===== config.mk =====
export PLATFORM = sky130hd
export DESIGN_NAME = core_clk_div
export DESIGN_NICKNAME = d
export VERILOG_FILES = /design/src/rtl/core_clk_div.sv
export SDC_FILE = /design/constraint.sdc
export NUM_CORES = 1
export LEC_CHECK = 0
export ABC_AREA = 1
export CAP_MARGIN = 20
export CELL_PAD_IN_SITES_DETAIL_PLACEMENT = 1
export CELL_PAD_IN_SITES_GLOBAL_PLACEMENT = 2
export CORE_UTILIZATION = 32
export CTS_BUF_LIST = sky130_fd_sc_hd__clkbuf_8
export DETAILED_ROUTE_END_ITERATION = 16
export MAX_ROUTING_LAYER = met4
export PLACE_DENSITY = 0.8
export SKIP_LAST_GASP = 1
export SYNTH_ARGS = -nofsm -noshare
export SYNTH_HDL_FRONTEND = slang
export SYNTH_SLANG_ARGS = --single-unit

===== constraint.sdc =====
create_clock -name clk -period 6.7 [get_ports clk]
set_input_delay 1.34 -clock clk [delete_from_list [all_inputs] [get_ports clk]]
set_output_delay 1.34 -clock clk [all_outputs]
set_load 0.01 [all_outputs]

===== src/rtl/core_clk_div.sv =====
// Multi-channel programmable clock divider with shadowed, glitch-free divisor updates.
// Defining CORE_CLK_DIV_ONESHOT_EN adds per-channel one-shot mode (oneshot_i / done_o).
module core_clk_div #(
  parameter int unsigned      CHANNELS    = 4,
  parameter int unsigned      WIDTH       = 16,
  parameter int unsigned      SEL_BITS    = 2,
  parameter logic [WIDTH-1:0] DEFAULT_DIV = WIDTH'(15)
) (
  input  logic                      clk,
  input  logic                      rst,
  input  logic [CHANNELS-1:0]       enable_i,
  input  logic                      sync_restart_i,
  input  logic                      div_wr_i,
  input  logic [SEL_BITS-1:0]       div_sel_i,
  input  logic [WIDTH-1:0]          div_data_i,
`ifdef CORE_CLK_DIV_ONESHOT_EN
  input  logic [CHANNELS-1:0]       oneshot_i,
  output logic [CHANNELS-1:0]       done_o,
`endif
  output logic [CHANNELS-1:0]       tick_o,
  output logic [CHANNELS-1:0]       clk_out_o,
  output logic [CHANNELS-1:0]       pending_o,
  output logic [CHANNELS*WIDTH-1:0] count_o
);

  for (genvar i = 0; i < CHANNELS; i++) begin : g_ch
    logic [WIDTH-1:0] cnt_q, cnt_d, div_q, div_d, shd_q, shd_d;
    logic             pend_q, pend_d, tick_q, tick_d, cko_q, cko_d, done_q, done_d;
    logic             wr_hit, cko_en, oneshot;
    logic [WIDTH:0]   half;

`ifdef CORE_CLK_DIV_ONESHOT_EN
    assign oneshot   = oneshot_i[i];
    assign done_o[i] = done_q;
`else
    assign oneshot   = 1'b0;
`endif

    assign wr_hit = div_wr_i && (div_sel_i == SEL_BITS'(i));

    always_comb begin
      cnt_d  = cnt_q;
      div_d  = div_q;
      shd_d  = shd_q;
      pend_d = pend_q;
      done_d = done_q;
      tick_d = 1'b0;
      cko_en = 1'b0;
      if (sync_restart_i) begin
        // Restart wins over terminal count; a same-cycle write is folded into the restart.
        cnt_d  = '0;
        pend_d = 1'b0;
        done_d = 1'b0;
        cko_en = enable_i[i];
        if (wr_hit) begin
          shd_d = div_data_i;
          div_d = div_data_i;
        end else if (pend_q) begin
          div_d = shd_q;
        end
      end else if (!enable_i[i] || done_q) begin
        cnt_d = '0;
        if (!enable_i[i]) done_d = 1'b0;
        if (pend_q) begin
          div_d  = shd_q;
          pend_d = 1'b0;
        end
        if (wr_hit) begin
          shd_d  = div_data_i;
          pend_d = 1'b1;
        end
      end else if (cnt_q == div_q) begin
        cnt_d  = '0;
        tick_d = 1'b1;
        if (wr_hit) begin
          div_d  = div_data_i;
          shd_d  = div_data_i;
          pend_d = 1'b0;
        end else if (pend_q) begin
          div_d  = shd_q;
          pend_d = 1'b0;
        end
        if (oneshot) done_d = 1'b1;
        else         cko_en = 1'b1;
      end else begin
        cnt_d  = cnt_q + WIDTH'(1);
        cko_en = 1'b1;
        if (wr_hit) begin
          shd_d  = div_data_i;
          pend_d = 1'b1;
        end
      end
    end

    // One extra bit so D = 2^WIDTH-1 does not wrap when forming (D+1)/2.
    assign half  = ({1'b0, div_d} + (WIDTH+1)'(1)) >> 1;
    assign cko_d = cko_en && ({1'b0, cnt_d} < half);

    always_ff @(posedge clk or posedge rst) begin
      if (rst) begin
        cnt_q  <= '0;
        div_q  <= DEFAULT_DIV;
        shd_q  <= DEFAULT_DIV;
        pend_q <= 1'b0;
        tick_q <= 1'b0;
        cko_q  <= 1'b0;
        done_q <= 1'b0;
      end else begin
        cnt_q  <= cnt_d;
        div_q  <= div_d;
        shd_q  <= shd_d;
        pend_q <= pend_d;
        tick_q <= tick_d;
        cko_q  <= cko_d;
        done_q <= done_d;
      end
    end

    assign tick_o[i]                  = tick_q;
    assign clk_out_o[i]               = cko_q;
    assign pending_o[i]               = pend_q;
    assign count_o[i*WIDTH +: WIDTH]  = cnt_q;
  end

endmodule


Word-level counts from Yosys, hierarchy flattened
Index checks and enable logic that the tools add are counted.
{"block": "word_totals", "register_bits": 208}
{"block": "classes", "mux": 84, "add_sub_neg": 8, "order_cmp": 4, "n_reduce_logical": 29, "n_eq_ne": 11}
{"operator": "16-bit 2-to-1 mux", "n": 32}
{"operator": "16-bit by 1-bit adder with 17-bit output (second input constant)", "n": 4}
{"operator": "16-bit by 1-bit adder with 16-bit output (second input constant)", "n": 4}
{"operator": "16-bit equality test", "n": 4}
{"operator": "16-bit < comparator", "n": 4}
{"operator": "1-bit 2-to-1 mux", "n": 52}
{"operator": "4-bit nonzero test", "n": 4}
{"operator": "1-bit logical AND", "n": 8}
{"operator": "2-bit by 1-bit != test with 1-bit output (second input constant)", "n": 4}
{"operator": "2-bit AND reduction", "n": 4}
{"operator": "2-bit nonzero test", "n": 4}
{"operator": "2-bit equality test (second input constant)", "n": 2}
{"operator": "1-bit zero test", "n": 4}
{"operator": "1-bit logical OR", "n": 4}
{"operator": "2-bit by 1-bit equality test with 1-bit output (second input constant)", "n": 1}
{"operator": "2-bit zero test", "n": 1}

Longest topological paths before layout
Gate-level depths: netlist of the first run.
{"block": "logic_depth", "word_depth": 9, "depth_mapped": 27, "ltp_nobuf": 27}

Least setup slack after synthesis of the first run
OpenSTA, ideal clock, no wires.
{"block": "synth_timing", "path_type": "input to register", "startpoint": "input port sync_restart_i", "endpoint": "register g_ch[1].cko_q", "path_slack_ns": 2.684, "setup_time_ns": 0.078, "stages": 21, "arrival_ns": 3.939, "path_buffers": 2, "cell_sequence": "buf_2 > inv_1 > buf_2 > nand2_1 > inv_1 > nor2_1 > nor2_1 > ha_1 > nand3_1 > nor2_1 > nand2_1 > nor2_2 > nand2_1 > nand2_1 > nand2_1 > ha_1 > a21oi_1 > nor2_1 > a211oi_1 > o221ai_1 > a21oi_1"}
{"block": "synth_via", "elab_chain_cells": 4, "elab_cells_between_ends": 6, "classes_between": "1 x add/sub; 1 x order compare; 3 x mux; 1 x reduce/logical"}
{"element": "start: declaration", "line": "12", "text": "input logic sync_restart_i,"}
{"element": "16-bit 2-to-1 mux", "line": "49", "text": "if (sync_restart_i) begin"}
{"element": "named net g_ch[1].div_d[0]", "line": "27", "text": "logic [WIDTH-1:0] cnt_q, cnt_d, div_q, div_d, shd_q, shd_d;"}
{"element": "16-bit by 1-bit adder with 17-bit output", "line": "96", "text": "assign half = ({1'b0, div_d} + (WIDTH+1)'(1)) >> 1;"}
{"element": "16-bit < comparator", "line": "97", "text": "assign cko_d = cko_en && ({1'b0, cnt_d} < half);"}
{"element": "1-bit logical AND", "line": "97"}
{"element": "named net g_ch[1].cko_d", "line": "28", "text": "logic pend_q, pend_d, tick_q, tick_d, cko_q, cko_d, done_q, done_d;"}
{"element": "end signal: assignment", "line": "114", "text": "cko_q <= cko_d;"}
{"element": "end: declaration", "line": "28"}
The timed path passes the listed nets, and every way through them passes these cells.
A chain may end at the register's enable or synchronous reset.

Worst setup path after layout of the first run
{"block": "layout_timing", "startpoint": "input port sync_restart_i", "endpoint": "register g_ch[2].cko_q"}
{"block": "layout_via", "elab_chain_cells": 4, "elab_cells_between_ends": 6, "classes_between": "1 x add/sub; 1 x order compare; 3 x mux; 1 x reduce/logical"}
{"element": "16-bit 2-to-1 mux", "line": "49"}
{"element": "named net g_ch[2].div_d[1]", "line": "27"}
{"element": "16-bit by 1-bit adder with 17-bit output", "line": "96"}
{"element": "16-bit < comparator", "line": "97"}
{"element": "1-bit logical AND", "line": "97"}
{"element": "named net g_ch[2].cko_d", "line": "28"}
{"element": "end signal: assignment", "line": "114"}
{"element": "end: declaration", "line": "28"}
The timed path passes the listed nets, and every way through them passes these cells.

==> results.json, run 1 <==
{
  "status": "complete, no violations",
  "crit_fanout": 15,
  "max_freq_mhz": 207,
  "post-cts-setup-buffers": 0,
  "grt_max_degree": 175,
  "track_usage_pct": 22.1,
  "cts_root_buffer": "clkbuf_8",
  "reg2regPathDepth": 22,
  "synth-async-reset-ratio_pct": 100,
  "fp.dieW_um": 213,
  "slew_viol_final": 0,
  "hpwl_um": 35200,
  "maxCapViolCount": 0,
  "seqPwrFrac_pct": 36.8,
  "worstHoldPathCells": 2,
  "antenna_found_initial": 0,
  "rrSetupSlack_ps": 2650,
  "clk_pin_slew_ps": 60,
  "fin_area_um2": 16700,
  "synthesis.nets": 2096,
  "ir_drop_uv": 135,
  "synth_flop_cell": "dfrtp_1",
  "finalSetupViolations": 0,
  "num_vias": 13100,
  "critPathCaptureType": "flip-flop",
  "ant_nets": 0,
  "routed_via_density": 4.81,
  "clock_path_buffers": 3,
  "ys_types": 51,
  "port-buffer-count": 101,
  "syn_area_um2": 14200,
  "routed_wirelength_um": 46400,
  "cp.required_ps": 7210,
  "p_leak_uw": 0.00802,
  "path_class": "input pin to flip-flop",
  "clkPwrFrac_pct": 37.1,
  "cts_hold_buf": 0,
  "relSlewSlack_pct": 28.8,
  "postPlaceCellArea_um2": 15700,
  "tritoncts": "built",
  "floorplan.rows": 76,
  "syn_inst": 2002,
  "drtIter0Drc": 563,
  "nets": 2190,
  "min_period_ps": 4830,
  "dr.pass1.iters": 4,
  "grt_pass1_vias": 13800,
  "holdCritPathClass": "flip-flop to flip-flop",
  "pre_cts_ws_ps": 1250,
  "boundaryPins": 102,
  "share_comb_of_total_power_pct": 26.1,
  "diodes": 0,
  "hold_path_end": "g_ch[2].shd_q[0]",
  "synth_seq_cells": 204,
  "fin_crit_sh_pct": 72.0,
  "yosysSeqAreaShare_pct": 36.2,
  "gp_congestion": 0.848,
  "coreArea_um2": 43500,
  "setup_tns_ps": 0,
  "final_cell_mix": "572 x nand2_1, 258 x inv_1, 226 x nor2_1",
  "setup_slack_ps": 1870,
  "worstMarginPinSlew_ps": 1070,
  "overflow": 0,
  "layout_commonest_cell": "nand2_1",
  "clkLatencyLatePin_ps": 610,
  "start_kind": "input pin",
  "reg2reg_to": "g_ch[1].cko_q",
  "powerDensity_nw_per_um2": 248,
  "skew_ps": 29.1,
  "synth-edff-count": 0,
  "area_growth_pct": 17.5,
  "layout-drive-gt1-share_pct": 9.77,
  "drcViolationCount": 0,
  "hold_viol": 0,
  "p_int_uw": 2670,
  "die_h_um": 213,
  "ctsResizeCount": 0,
  "rr_startpoint": "g_ch[1].div_q[2]",
  "fillCellCount": 5479,
  "switching_share_pct": 35.6,
  "rsz0062_at_grt": "false",
  "holdCritStartpoint": "g_ch[2].shd_q[0]",
  "grt_pass1_wl_um": 75600,
  "avgSynthCellArea_um2": 7.09,
  "cts.htree.levels": 2,
  "dieArea_um2": 45200,
  "start_util_pct": 32.7,
  "arrival_ps": 5340,
  "numClockSinks": 204,
  "cts_buffers": 44,
  "yosysWarnings": 0,
  "power.switching_uw": 1480,
  "post_drt_wl_per_cell_um": 17.1
}
## registers in the layout, summed over array words and instances, names as in the netlist
name and cells:
g_ch.tick_q 4, g_ch.shd_q 64, g_ch.cko_q 4, g_ch.pend_q 4, g_ch.div_q 64, g_ch.cnt_q 64
## cells in the mapped netlist, types with 12 or more instances
library cell | instances | area, µm²
buf_4 | 14 | 105
nor3_1 | 36 | 180
dfrtp_1 | 172 | 4300
nor2_2 | 25 | 156
ha_1 | 68 | 851
o21ai_0 | 153 | 766
inv_2 | 12 | 45.0
nand3_1 | 106 | 531
clkbuf_1 | 26 | 97.6
buf_2 | 16 | 80.1
inv_1 | 246 | 923
nor2_1 | 226 | 848
a211oi_1 | 17 | 128
a21oi_1 | 50 | 250
nand3b_1 | 19 | 143
nand4_1 | 12 | 75.1
nand2_1 | 572 | 2150
xor2_1 | 84 | 736
or2_2 | 18 | 113
dfstp_2 | 32 | 841
## power groups by stage
stage	clock, µW	combinational, µW	sequential [µW]
3_3_place_gp	0	1050	1540
5_1_grt	1640	1250	1540
4_1_cts	1590	1100	1530
3_5_place_dp	0	1090	1550
6_report	1540	1080	1520
2_1_floorplan	0	802	1490
## kinds of logic after synthesis
kind of cell	Yosys count	share of synthesized area, %
flops	204	36.2
fa+ha+maj	68	5.99
xor+xnor	93	5.74
buf+inv	321	9.26
simple gates	1064	32.8
mux	1	0.0793
compound gates	251	9.92
## metal layers
metal / vias to the layer above / GRT usage (%) / part of all wire [%]
met1: 6288 / 28.9 / 47
met2: 165 / 35.8 / 47
met4: 0 / 5.83 / 2.0
met5: - / - / 0
met3: 57 / 2.88 / 3.5
li1: 6559 / - / -
## worst max-delay path: stages
cell and delay, ps:
clkdlybuf4s50_1 960, buf_4 280, nor2_1 60, inv_1 360
o21ai_0 160, inv_1 70, nand2_1 70, inv_1 90
ha_1 190, inv_1 60, nor2_1 170, nand3_1 130
nor2_2 210, xor2_1 200, ha_1 270, a21oi_1 150
nor2_1 50, a211oi_1 190, o221ai_1 140, a21oi_1 180
## stage by stage
step,utilization (%),hold slack [ps],total power [µW],std cells
6_report,38.4,462,4150,2715
4_1_cts,38.4,464,4220,2714
2_1_floorplan,-,442,2300,2002
3_3_place_gp,36.1,451,2600,2634
3_5_place_dp,36.1,454,2640,2634
5_1_grt,38.4,477,4430,2715
## final cells by class
class                           instances  area (µm²)  area share (%)
Multi-Input combinational cell       1477        7750            46.4
Sequential cell                       204        5140            30.8
Timing Repair Buffer                  111        1110            6.63
Inverter                              258         972            5.83
Clock buffer                           63         867            5.20
Tap cell                              585         732            4.39
Clock inverter                         17         119           0.712
## worst max-delay path by stage
stage | slack [ps] | to | start | depth (start not counted)
CTS | 1880 | g_ch[2].cko_q | sync_restart_i | 20
detailed placement | 1250 | g_ch[2].cko_q | sync_restart_i | 20
finish | 1870 | g_ch[2].cko_q | sync_restart_i | 20
floorplan | 2680 | g_ch[1].cko_q | sync_restart_i | 21
global placement | 1400 | g_ch[1].cko_q | sync_restart_i | 19
global route | 1470 | g_ch[2].cko_q | sync_restart_i | 20
Power figures use the tool's default switching activity.
==> run 2, diff against run 1 <==
Settings changed: CORE_UTILIZATION 32 to 35, PLACE_DENSITY 0.8 to 0.83.
Clock period 6.7 ns to 5 ns, I/O delays scaled along.
==> run 2 against run 1 <==
Against the previous run:
- clock power up 9%
- worst setup slack got worse by 990 ps
- global-route usage increased by 1.4 points
- critical path depth grew 2
- first-iteration DRC count increased by 0.36%
- register-to-register slack got worse by 1600 ps
- cell area shrank 0.88%
- non-clock buffer count up 20
- cell count down 1.7%
- power increased by 25%
- critical endpoint is now g_ch[0].cko_q
==> results.json, run 2 (synthesized netlist as in run 1, its figures left out) <==
{
  "start_kind": "input pin",
  "cp.required_ps": 5500,
  "status": "complete, no violations",
  "start_util_pct": 35.6,
  "p_int_uw": 3260,
  "clkPwrFrac_pct": 32.4,
  "holdCritStartpoint": "g_ch[1].shd_q[0]",
  "skew_ps": 24.1,
  "post-cts-setup-buffers": 0,
  "cts.htree.levels": 2,
  "slew_viol_final": 0,
  "power.switching_uw": 1930,
  "hpwl_um": 35500,
  "area_growth_pct": 16.5,
  "crit_fanout": 23,
  "coreArea_um2": 39900,
  "overflow": 0,
  "cpMostUsedCell": "nand2_1",
  "nets": 2207,
  "routed_wirelength_um": 46100,
  "fillCellCount": 5069,
  "ir_drop_uv": 151,
  "clock_path_buffers": 3,
  "maxCapViolCount": 0,
  "path_class": "input pin to flip-flop",
  "diodes": 0,
  "routed_via_density": 4.97,
  "holdCritPathClass": "flip-flop to flip-flop",
  "p_leak_uw": 0.00804,
  "num_vias": 13300,
  "boundaryPins": 102,
  "dr.pass1.iters": 4,
  "cts_buffers": 41,
  "floorplan.rows": 73,
  "top_regs": "g_ch.cnt_q: 64 flops, g_ch.div_q: 64 flops, g_ch.shd_q: 64 flops",
  "layout_commonest_cell": "nand2_1",
  "tritoncts": "built",
  "arrival_ps": 4620,
  "power_uw": 5190,
  "grt_pass1_vias": 13800,
  "cts_hold_buf": 0,
  "ant_nets": 0,
  "port-buffer-count": 101,
  "startpoint": "div_sel_i[1]",
  "dieArea_um2": 41400,
  "min_period_ps": 4120,
  "antenna_found_initial": 0,
  "hold_viol": 0,
  "ctsResizeCount": 0,
  "layout-drive-gt1-share_pct": 9.93,
  "grt_max_degree": 141,
  "die_h_um": 203,
  "cp_slowest_cell": "clkdlybuf4s50_1",
  "drcViolationCount": 0,
  "cts_root_buffer": "clkbuf_8",
  "finalSetupViolations": 0,
  "clk_pin_slew_ps": 60,
  "max_freq_mhz": 243,
  "worstMarginPinSlew_ps": 1070,
  "fp.dieW_um": 203,
  "slowest_delay_ps": 510,
  "clkLatencyLatePin_ps": 590,
  "fin_crit_sh_pct": 82.3,
  "relSlewSlack_pct": 28.8,
  "drtIter0Drc": 565,
  "grt_pass1_wl_um": 74400,
  "seqPwrFrac_pct": 39.3,
  "crit_chain": "clkdlybuf4s50_1 > nor3_2 > buf_4 > nand2_1 > o21ai_0 > nand2_2 > o221ai_2 > ha_1 > nand2_1 > nor2_4 > inv_1 > nor2_2 > nand2_1 > nand2_1 > nand2_1 > ha_1 > nand2_1 > nor2_1 > a211oi_1 > o21a_1 > o21ai_0 > a21oi_1",
  "critPathCaptureType": "flip-flop",
  "switching_share_pct": 37.2,
  "rsz0062_at_grt": "false",
  "gp_congestion": 0.866,
  "rr_startpoint": "g_ch[1].pend_q",
  "numClockSinks": 204,
  "post_drt_wl_per_cell_um": 17.3,
  "powerDensity_nw_per_um2": 314,
  "track_usage_pct": 23.5,
  "share_comb_of_total_power_pct": 28.3,
  "final_cell_mix": "572 x nand2_1, 268 x inv_1, 226 x nor2_1",
  "setup_tns_ps": 0
}
[run 2: changes by cell type in the layout (fill, tap and decap cells not counted), moves of 2 or more]
cell,previous run,this run
buf_4,8,29
clkbuf_8,63,49
inv_1,258,268
bufinv_16,2,0
[run 2: metrics by stage]
step / cells / worst slack, ps / hold WS [ps] / utilization (%) / instance area [µm²]
finish: 2670 / 883 / 464 / 41.4 / 16500
global route: 2670 / 582 / 489 / 41.4 / 16500
floorplan: 2002 / 1320 / 442 / - / 14200
CTS: 2670 / 960 / 464 / 41.4 / 16500
detailed placement: 2595 / 343 / 454 / 39.5 / 15800
global placement: 2595 / 470 / 451 / 39.5 / 15800
[run 2: layout make-up]
type                    instances  area (µm²)  share of cell area, %
clock inverters                26         104                  0.628
flip-flops and latches        204        5140                   31.1
well taps                     525         657                   3.97
multi-input cells            1477        7740                   46.8
inverters                     258         972                   5.88
clock buffers                  49         674                   4.08
repair buffers                131        1250                   7.55
[run 2: power groups by stage]
stage	clock network [µW]	logic (µW)	registers, µW
after global routing	1810	1680	2060
after detailed placement	0	1480	2070
after global placement	0	1420	2060
after floorplan	0	1070	2000
final	1680	1470	2040
after CTS	1740	1490	2040
[run 2: worst max-delay path, delay by kind of cell]
kind | cells | cell delay, ps
AO/OA/AOI/OAI | 6 | 730
AND/OR/NAND/NOR | 11 | 1420
adder cells (fa/ha/maj) | 2 | 510
buffers and inverters | 3 | 960
[run 2: worst paths after layout]
path                               endpoint  slack, ps  depth (start not counted)
min reg2reg                g_ch[1].shd_q[0]        460                          2
max in group asynchronous  g_ch[3].cnt_q[8]       3270                          3
min in group asynchronous  g_ch[1].cnt_q[1]        940                          3
min                        g_ch[1].shd_q[0]        460                          2
max                           g_ch[0].cko_q        880                         22
max reg2reg                   g_ch[1].cko_q       1060                         21
[run 2: routing by layer]
metal,track usage [%],part of all wire [%],up-vias
li1,-,-,6577
met1,30.3,47,6444
met2,38.3,47,180
met3,3.55,2.9,73
met4,6.26,2.4,0
met5,-,0,-
==> run 3, diff against run 2 <==
Clock period 5 ns to 4.2 ns, I/O delays scaled along.
==> run 3 against run 2 <==
Against the previous run:
- clock skew decreased by 9.5 ps
- non-clock buffer count increased by 74
- first-iteration DRC count increased by 32%
- global-route usage increased by 0.40 points
- die area unchanged
- combinational power increased by 29%
==> results.json, run 3 (synthesized netlist as in run 1, its figures left out) <==
{
  "coreArea_um2": 39900,
  "cts.htree.levels": 2,
  "hpwl_um": 36200,
  "grt_max_degree": 123,
  "cp.required_ps": 4720,
  "drcViolationCount": 0,
  "top_regs": "g_ch.cnt_q: 64 flops, g_ch.div_q: 64 flops, g_ch.shd_q: 64 flops",
  "fin_crit_sh_pct": 88.5,
  "rsz0062_at_grt": "false",
  "slew_viol_final": 0,
  "p_leak_uw": 0.00844,
  "power_uw": 6440,
  "cts_root_buffer": "clkbuf_8",
  "drtIter0Drc": 747,
  "start_util_pct": 35.6,
  "crit_chain": "clkdlybuf4s50_1 > inv_2 > nor3_4 > buf_4 > nor2_1 > a21oi_1 > inv_1 > nand2_1 > nand3_1 > nor2_2 > nand2_1 > nor2_1 > nand2_1 > nand2_1 > nand2_1 > ha_1 > nand2_1 > nor2_1 > a211oi_1 > o21a_1 > o21ai_0 > a21oi_1",
  "max_freq_mhz": 269,
  "numClockSinks": 204,
  "maxCapViolCount": 0,
  "gp_congestion": 0.840,
  "die_h_um": 203,
  "utilization_pct": 43.1,
  "worstMarginPinSlew_ps": 744,
  "grt_pass1_vias": 14500,
  "clk_pin_slew_ps": 60,
  "boundaryPins": 102,
  "hold_viol": 0,
  "dieArea_um2": 41400,
  "fp.dieW_um": 203,
  "cts_hold_buf": 0,
  "pre_cts_ws_ps": -116,
  "final_cell_mix": "572 x nand2_1, 266 x inv_1, 226 x nor2_1",
  "skew_ps": 14.5,
  "routed_via_density": 4.95,
  "diodes": 0,
  "routed_wirelength_um": 46400,
  "nets": 2281,
  "setup_tns_ps": 0,
  "arrival_ps": 4240,
  "critPathCaptureType": "flip-flop",
  "port-buffer-count": 101,
  "ant_nets": 0,
  "clock_path_buffers": 3,
  "cp_slowest_cell": "clkdlybuf4s50_1",
  "cpMostUsedCell": "nand2_1",
  "num_vias": 13600,
  "fillCellCount": 5038,
  "crit_fanout": 19,
  "min_period_ps": 3720,
  "setup_slack_ps": 483,
  "holdCritPathClass": "flip-flop to flip-flop",
  "dr.pass1.iters": 5,
  "slowest_delay_ps": 590,
  "start_kind": "input pin",
  "post-cts-setup-buffers": 0,
  "ir_drop_uv": 190,
  "area_growth_pct": 21.2,
  "antenna_found_initial": 0,
  "status": "complete, no violations",
  "relSlewSlack_pct": 50.4,
  "layout_commonest_cell": "nand2_1",
  "powerDensity_nw_per_um2": 375,
  "grt_pass1_wl_um": 76300,
  "cts_buffers": 41,
  "layout-drive-gt1-share_pct": 13.1,
  "post_drt_wl_per_cell_um": 16.9,
  "clkLatencyLatePin_ps": 590,
  "path_class": "input pin to flip-flop",
  "finalSetupViolations": 0,
  "floorplan.rows": 73,
  "overflow": 0,
  "ctsResizeCount": 0,
  "track_usage_pct": 23.9,
  "hold_ws_ps": 464,
  "tritoncts": "built"
}
-- run 3: cell types whose count changed in the layout (fill, tap and decap cells not counted), sizes merged --
cell and delta:
bufinv +1, clkinv -1, buf +74, inv -2, clkbuf +3
-- run 3: per-layer routing --
layer  GRT usage, %  vias to the layer above  share of wire, %  wire length, µm
met5              -                        -                 0                0
met4           7.57                        0               2.8             1310
li1               -                     6719                 -                -
met3           2.91                       86               3.5             1630
met1           30.9                     6583                46            21500
met2           38.8                      197                47            22000
-- run 3: stage by stage --
step                std cells  cell area (µm²)
finish                   2745            17200
global route             2745            17200
CTS                      2745            17200
detailed placement       2669            16400
global placement         2669            16400
floorplan                2002            14200
-- run 3: path summary, 6_finish.rpt --
kind	endpoint	from	slack, ps	cells past startpoint
max in group asynchronous	g_ch[3].div_q[7]	rst	2820	3
worst min register to register	g_ch[1].shd_q[0]	g_ch[1].shd_q[0]	460	2
worst min-delay path	g_ch[1].shd_q[0]	g_ch[1].shd_q[0]	460	2
worst max-delay path	g_ch[3].cko_q	div_sel_i[1]	480	22
min in group asynchronous	g_ch[1].cnt_q[1]	rst	770	3
worst max register to register	g_ch[0].cko_q	g_ch[0].div_q[2]	580	27
-- run 3: cell type report --
| type | instances | area, µm² | area share, % |
|---|---|---|---|
| Clock buffer | 52 | 716 | 4.16 |
| Clock inverter | 24 | 121 | 0.705 |
| Inverter | 258 | 972 | 5.65 |
| Multi-Input combinational cell | 1477 | 7740 | 45.0 |
| Sequential cell | 204 | 5140 | 29.9 |
| Tap cell | 525 | 657 | 3.82 |
| Timing Repair Buffer | 205 | 1850 | 10.8 |
-- run 3: critical path, delay by kind of cell --
family / cells / cell delay [ps]
buffers and inverters: 4 / 1040
adders and majority gates: 1 / 270
AOI/OAI and AO/OA: 5 / 650
and+or+nand+nor: 12 / 1450
-- run 3: report_power, final --
part / total (µW) / internal (µW) / switching (µW)
sequential: 2420 / 2240 / 183
combinational: 1900 / 710 / 1190
clock: 2120 / 1170 / 950
